[src/rtl/prg_loader_pkg.sv]
`default_nettype none
// ============================================================================
// Module      : prg_loader_pkg
// Description : Shared types and constants for the program-image loader.
// Revision    : 1.0 - initial release
// ============================================================================
package prg_loader_pkg;

    // Loader sequencing states.
    typedef enum logic [2:0] {
        ST_IDLE   = 3'd0,
        ST_HDR_LO = 3'd1,
        ST_HDR_HI = 3'd2,
        ST_DATA   = 3'd3,
        ST_ACK    = 3'd4,
        ST_FIN    = 3'd5
    } state_t;

    // Legal values for the load-address header length.
    localparam int c_HDR_NONE = 0;
    localparam int c_HDR_LE16 = 2;

endpackage
`default_nettype wire

[src/rtl/prg_loader.sv]
`default_nettype none
// ============================================================================
// Module      : prg_loader
// Description : Streams an hps_io ioctl download into a byte-wide target RAM
//               port, with optional little-endian load-address header,
//               optional write acknowledge, start/end reporting, overflow
//               detection and a completion pulse.
// Revision    : 1.0 - initial release
// ============================================================================
module prg_loader
    import prg_loader_pkg::*;
#(
    parameter int          ADDR_W    = 16,
    parameter int          HDR_BYTES = 2,
    parameter logic [7:0]  INDEX     = 8'h41,
    parameter logic [15:0] DEF_ADDR  = 16'h0401,
    parameter bit          WAIT_ACK  = 1'b1
) (
    input  logic              clk_sys,
    input  logic              reset_n,
    input  logic              ioctl_download,
    input  logic [7:0]        ioctl_index,
    input  logic              ioctl_wr,
    input  logic [7:0]        ioctl_dout,
    output logic              ioctl_wait,
    output logic [ADDR_W-1:0] mem_addr,
    output logic [7:0]        mem_dout,
    output logic              mem_we,
    input  logic              mem_ack,
    output logic              busy,
    output logic [ADDR_W-1:0] load_start,
    output logic [ADDR_W-1:0] load_end,
    output logic              done,
    output logic              ovf
);

    localparam logic [ADDR_W-1:0] c_DEF_ADDR = ADDR_W'(DEF_ADDR);
    localparam logic [ADDR_W-1:0] c_ADDR_MAX = '1;
    localparam logic [ADDR_W-1:0] c_ADDR_ONE = ADDR_W'(1);
    localparam logic [ADDR_W:0]   c_CNT_ONE  = (ADDR_W+1)'(1);
    localparam bit                c_HAS_HDR  = (HDR_BYTES == c_HDR_LE16);

    state_t              r_state;
    logic                r_dl_q;      // previous ioctl_download, for edge detect
    logic [ADDR_W-1:0]   r_ptr;       // next target address
    logic [ADDR_W:0]     r_count;     // bytes actually written this load
    logic                r_fin_pend;  // download ended while a write was pending

    logic                w_dl_rise;
    logic                w_dl_fall;
    logic [15:0]         w_hdr16;
    logic [ADDR_W-1:0]   w_hdr_addr;

    assign w_dl_rise  = ioctl_download & ~r_dl_q;
    assign w_dl_fall  = ~ioctl_download & r_dl_q;
    // Header high byte joined with the latched low byte; bits above ADDR_W drop.
    assign w_hdr16    = {ioctl_dout, r_ptr[7:0]};
    assign w_hdr_addr = ADDR_W'(w_hdr16);

    // Loader FSM with pointer, counter and all registered outputs.
    always_ff @(posedge clk_sys or negedge reset_n) begin
        if (!reset_n) begin
            r_state    <= ST_IDLE;
            r_dl_q     <= 1'b0;
            r_ptr      <= '0;
            r_count    <= '0;
            r_fin_pend <= 1'b0;
            ioctl_wait <= 1'b0;
            mem_addr   <= '0;
            mem_dout   <= '0;
            mem_we     <= 1'b0;
            busy       <= 1'b0;
            load_start <= '0;
            load_end   <= '0;
            done       <= 1'b0;
            ovf        <= 1'b0;
        end else begin
            r_dl_q <= ioctl_download;
            mem_we <= 1'b0;
            done   <= 1'b0;
            case (r_state)
                ST_IDLE: begin
                    if (w_dl_rise && (ioctl_index == INDEX)) begin
                        ovf        <= 1'b0;
                        busy       <= 1'b1;
                        r_count    <= '0;
                        r_fin_pend <= 1'b0;
                        if (c_HAS_HDR) begin
                            r_state <= ST_HDR_LO;
                        end else begin
                            r_ptr      <= c_DEF_ADDR;
                            load_start <= c_DEF_ADDR;
                            r_state    <= ST_DATA;
                        end
                    end
                end
                ST_HDR_LO: begin
                    if (w_dl_fall) begin
                        // Truncated header: no valid load address exists.
                        load_start <= '0;
                        load_end   <= '0;
                        ovf        <= 1'b1;
                        done       <= 1'b1;
                        r_state    <= ST_FIN;
                    end else if (ioctl_wr) begin
                        r_ptr[7:0] <= ioctl_dout;
                        r_state    <= ST_HDR_HI;
                    end
                end
                ST_HDR_HI: begin
                    if (w_dl_fall) begin
                        load_start <= '0;
                        load_end   <= '0;
                        ovf        <= 1'b1;
                        done       <= 1'b1;
                        r_state    <= ST_FIN;
                    end else if (ioctl_wr) begin
                        r_ptr      <= w_hdr_addr;
                        load_start <= w_hdr_addr;
                        r_state    <= ST_DATA;
                    end
                end
                ST_DATA: begin
                    if (w_dl_fall) begin
                        if (r_count == '0) begin
                            load_end <= load_start;
                        end
                        done    <= 1'b1;
                        r_state <= ST_FIN;
                    end else if (ioctl_wr && !ovf) begin
                        // Once the pointer has wrapped, bytes are silently swallowed.
                        mem_addr <= r_ptr;
                        mem_dout <= ioctl_dout;
                        mem_we   <= 1'b1;
                        load_end <= r_ptr;
                        r_ptr    <= r_ptr + c_ADDR_ONE;
                        r_count  <= r_count + c_CNT_ONE;
                        if (r_ptr == c_ADDR_MAX) begin
                            ovf <= 1'b1;
                        end
                        if (WAIT_ACK) begin
                            ioctl_wait <= 1'b1;
                            r_state    <= ST_ACK;
                        end
                    end
                end
                ST_ACK: begin
                    // Strobes arriving here violate the wait protocol and are dropped.
                    if (w_dl_fall) begin
                        r_fin_pend <= 1'b1;
                    end
                    if (mem_ack) begin
                        ioctl_wait <= 1'b0;
                        if (r_fin_pend || w_dl_fall) begin
                            done    <= 1'b1;
                            r_state <= ST_FIN;
                        end else begin
                            r_state <= ST_DATA;
                        end
                    end
                end
                ST_FIN: begin
                    busy    <= 1'b0;
                    r_state <= ST_IDLE;
                end
                default: begin
                    r_state <= ST_IDLE;
                end
            endcase
        end
    end

endmodule
`default_nettype wire

[config.mk]
export PLATFORM = sky130hd
export DESIGN_NAME = prg_loader
export DESIGN_NICKNAME = d
export VERILOG_FILES = /design/src/rtl/prg_loader_pkg.sv /design/src/rtl/prg_loader.sv
export SDC_FILE = /design/constraint.sdc
export NUM_CORES = 1
export LEC_CHECK = 0
export CAP_MARGIN = 20
export CORE_ASPECT_RATIO = 1.1
export CORE_MARGIN = 4
export CORE_UTILIZATION = 25
export DETAILED_ROUTE_END_ITERATION = 6
export SYNTH_ARGS = -nofsm -noshare
export SYNTH_HDL_FRONTEND = slang
export SYNTH_SLANG_ARGS = --single-unit
[constraint.sdc]
create_clock -name clk_sys -period 2.4 [get_ports clk_sys]
set_clock_uncertainty 0.2 [all_clocks]
set_input_delay 0.6 -clock clk_sys [delete_from_list [all_inputs] [get_ports clk_sys]]
set_output_delay 0.6 -clock clk_sys [all_outputs]
set_load 0.01 [all_outputs]
==> flow_summary_export.csv <==
group,metric,value,unit
synthesis,synth.distinct_cells,63,
pwr,peakVddDrop,0.396,mV
final_layout,fin_area,6680,µm²
synthesis,syn-num-nets,567,
pwr,fin_total_pwr,6.45,mW
sta,post-route-period-util,0.990,
drt,vias,4405,
die,die_x,144,µm
synthesis,synth.cell_area,5080,µm²
global_routing,grt_pass1_wl,23400,µm
global_routing,grt_pass1_vias,4349,
synthesis,yosysWarnings,0,
global_routing,grt_max_degree,100,
sta,drv_slew,0,
placed_design,dpl_cell_area,6390,µm²
setup_path,cp.required,2.47,ns
global_routing,antenna_found_initial,0,
clocking,cts_root_buf,"clkbuf_16",
setup_path,critical_path_class,"in2reg",
die,core-area,19900,µm²
final_layout,area_growth,31.5,%
synthesis,synth-seq-area-share,0.488,
placed_design,portBuffers,81,
die,row_count,54,
global_routing,track_usage,0.130,
setup_path,critical-path-slowest-cell,"or4_4",
final_layout,diodes,0,
synthesis,syn_inst,543,
final_layout,nFillCells,2030,
drt,first_pass_iters,4,
clocking,clock_sinks,99,
clocking,path_clk_slew,0.07,ns
final_layout,layout-drive-gt1-share,0.126,
setup_path,critPathTopFamily,"simple AND/OR/NAND/NOR gates",
hold_path,hold_class,"in2async",
drt,drcViolationCount,0,
die,start_util,0.255,
setup_path,critical_path.max_fanout,15,
drt,drtIter0Drc,240,
sta,fmax,421,MHz
sta,hold_violations,0,
placed_design,dp_hpwl,10400,µm
synthesis,synth_edf_count,0,
synthesis,synth_area_per_cell,9.35,µm²
pwr,power_density,967,nW/µm²
sta,setup_violations,0,
clocking,clk_latency,0.35,ns
final_layout,nNetsFinal,665,
clocking,htree_levels,3,
drt,via_per_inst,4.91,
outcome,status,"complete, no violations",
setup_path,slowest_delay,0.63,ns
drt,ant_nets,0,
setup_path,cp.arrival,2.44,ns
final_layout,instances_no_fill,897,
clocking,tritoncts,"built",
setup_path,start_kind,"input port",
die,dieArea,22700,µm²
sta,relSlewSlack,0.619,
placed_design,place.gp.congestion,0.869,
clocking,clk_path_buf_depth,2,
setup_path,critPathBufInv,2,
synthesis,synth_seq_cells,99,
placed_design,dp.cells,882,
drt,finalWirelength,14500,µm
drt,avgRoutedWirePerCell,16.2,µm
job,maxCapViolCount,0,
sta,period_minus_slack,2.38,ns
setup_path,cp-end-kind,"flop",
pwr,p_leak,2.77,nW
sta,rsz0062_at_grt,"true",
sta,finalHoldWorstSlack,0.0862,ns
synthesis,ys_async_sr_fraction,1.00,
global_routing,gr-total-overflow,0,
sta,tightest_slew,0.571,ns
setup_path,path_cells,"clkdlybuf4s50_1 -> buf_4 -> nand2_4 -> o32a_4 -> or4_4 -> o22ai_1",
die,die_h,157,µm
synthesis,synth_flop_cell,"dfrtp_1",
clocking,cts_made_buffers,9,
die,ios,82,
clocking,post-cts-setup-buffers,0,
setup_path,reg2reg_slack,0.27,ns
[path summary, 6_finish.rpt]
| check | cells after the start | end | start |
|---|---|---|---|
| max in group asynchronous | 2 | load_start[14] | reset_n |
| min | 2 | r_count[14] | reset_n |
| max reg2reg | 6 | load_end[3] | r_count[0] |
| max | 6 | load_end[3] | ioctl_wr |
| min reg2reg | 2 | mem_dout[7] | mem_dout[7] |
| min in group clk_sys | 2 | mem_dout[7] | mem_dout[7] |
[registers in the layout, indices dropped and copies added, names as in the netlist, 3 cells and up]
signal	cells
r_ptr	16
r_state	3
mem_dout	8
load_start	16
load_end	16
r_count	17
mem_addr	16
[final cells by class]
class / count / area (µm²) / share of cell area
clock buffer: 13 / 240 / 0.0360
clock inverter: 2 / 13.8 / 0.00206
inverter: 27 / 101 / 0.0152
multi-input combinational: 381 / 2350 / 0.353
sequential: 99 / 2480 / 0.371
tap: 252 / 315 / 0.0472
timing repair buffer: 123 / 1170 / 0.176
[routing by layer]
metal  wire, µm  track usage
met5          0            0
met4        150       0.0341
met3        505       0.0261
met2       7000        0.210
met1       6860        0.179
[synth_stat cells (10+ instances only)]
cell | number | share of area
o31ai_1 | 13 | 0.019
clkbuf_1 | 23 | 0.017
nor2_1 | 14 | 0.010
nand2_1 | 111 | 0.082
nand4_1 | 11 | 0.014
o22ai_2 | 10 | 0.025
mux2i_1 | 18 | 0.035
dfrtp_1 | 99 | 0.49
nand3_1 | 18 | 0.018
o21ai_0 | 37 | 0.036
a21oi_1 | 31 | 0.031
inv_1 | 25 | 0.018
nand2b_1 | 10 | 0.012
[report_power, final]
part | switching [mW] | total, mW | internal [mW]
Combinational | 1.24 | 2.47 | 1.23
Clock | 0.636 | 1.34 | 0.701
Sequential | 0.519 | 2.65 | 2.13
Total | 2.39 | 6.45 | 4.06
[cell families (layout without fill, tap and decap cells)]
group / Yosys count / in the layout / synth area share
AO/OA/AOI/OAI: 138 / 138 / 0.197
AND/OR/NAND/NOR: 222 / 222 / 0.217
flip-flops: 99 / 99 / 0.488
adder cells (fa/ha/maj): 3 / 3 / 0.00740
buffers and inverters: 63 / 165 / 0.0550
multiplexers: 18 / 18 / 0.0355
[placed cells by master (no fill, tap or decap), types with 7 or more instances in the layout]
cell type and count:
o22ai_2 12, a21oi_1 31, o31ai_1 13, nand2_1 111, dfrtp_1 99, inv_1 25
buf_4 39, nand3_1 18, mux2i_1 18, nor4_1 7, clkbuf_16 9, clkdlybuf4s50_1 80
or3_1 7, o21ai_0 37, nor2_1 14, nand4_1 11, nor3_1 8, nand2b_1 9
[through the flow]
step	setup TNS, ns	setup WS [ns]	utilization
after CTS	0	0.0240	0.333
after global placement	-12.55	-0.296	0.320
after floorplan	0	0.183	-
after global routing	-0.00995	-0.00620	0.335
final	0	0.0244	0.335
after detailed placement	-15.02	-0.343	0.320
[repair_timing]
action | 4_1_cts | 5_1_grt
hold buffers | 0 | 0
setup endpoints to repair | 0 | 23
gates resized for setup | 0 | 6
(Power assumes the default switching activity.)
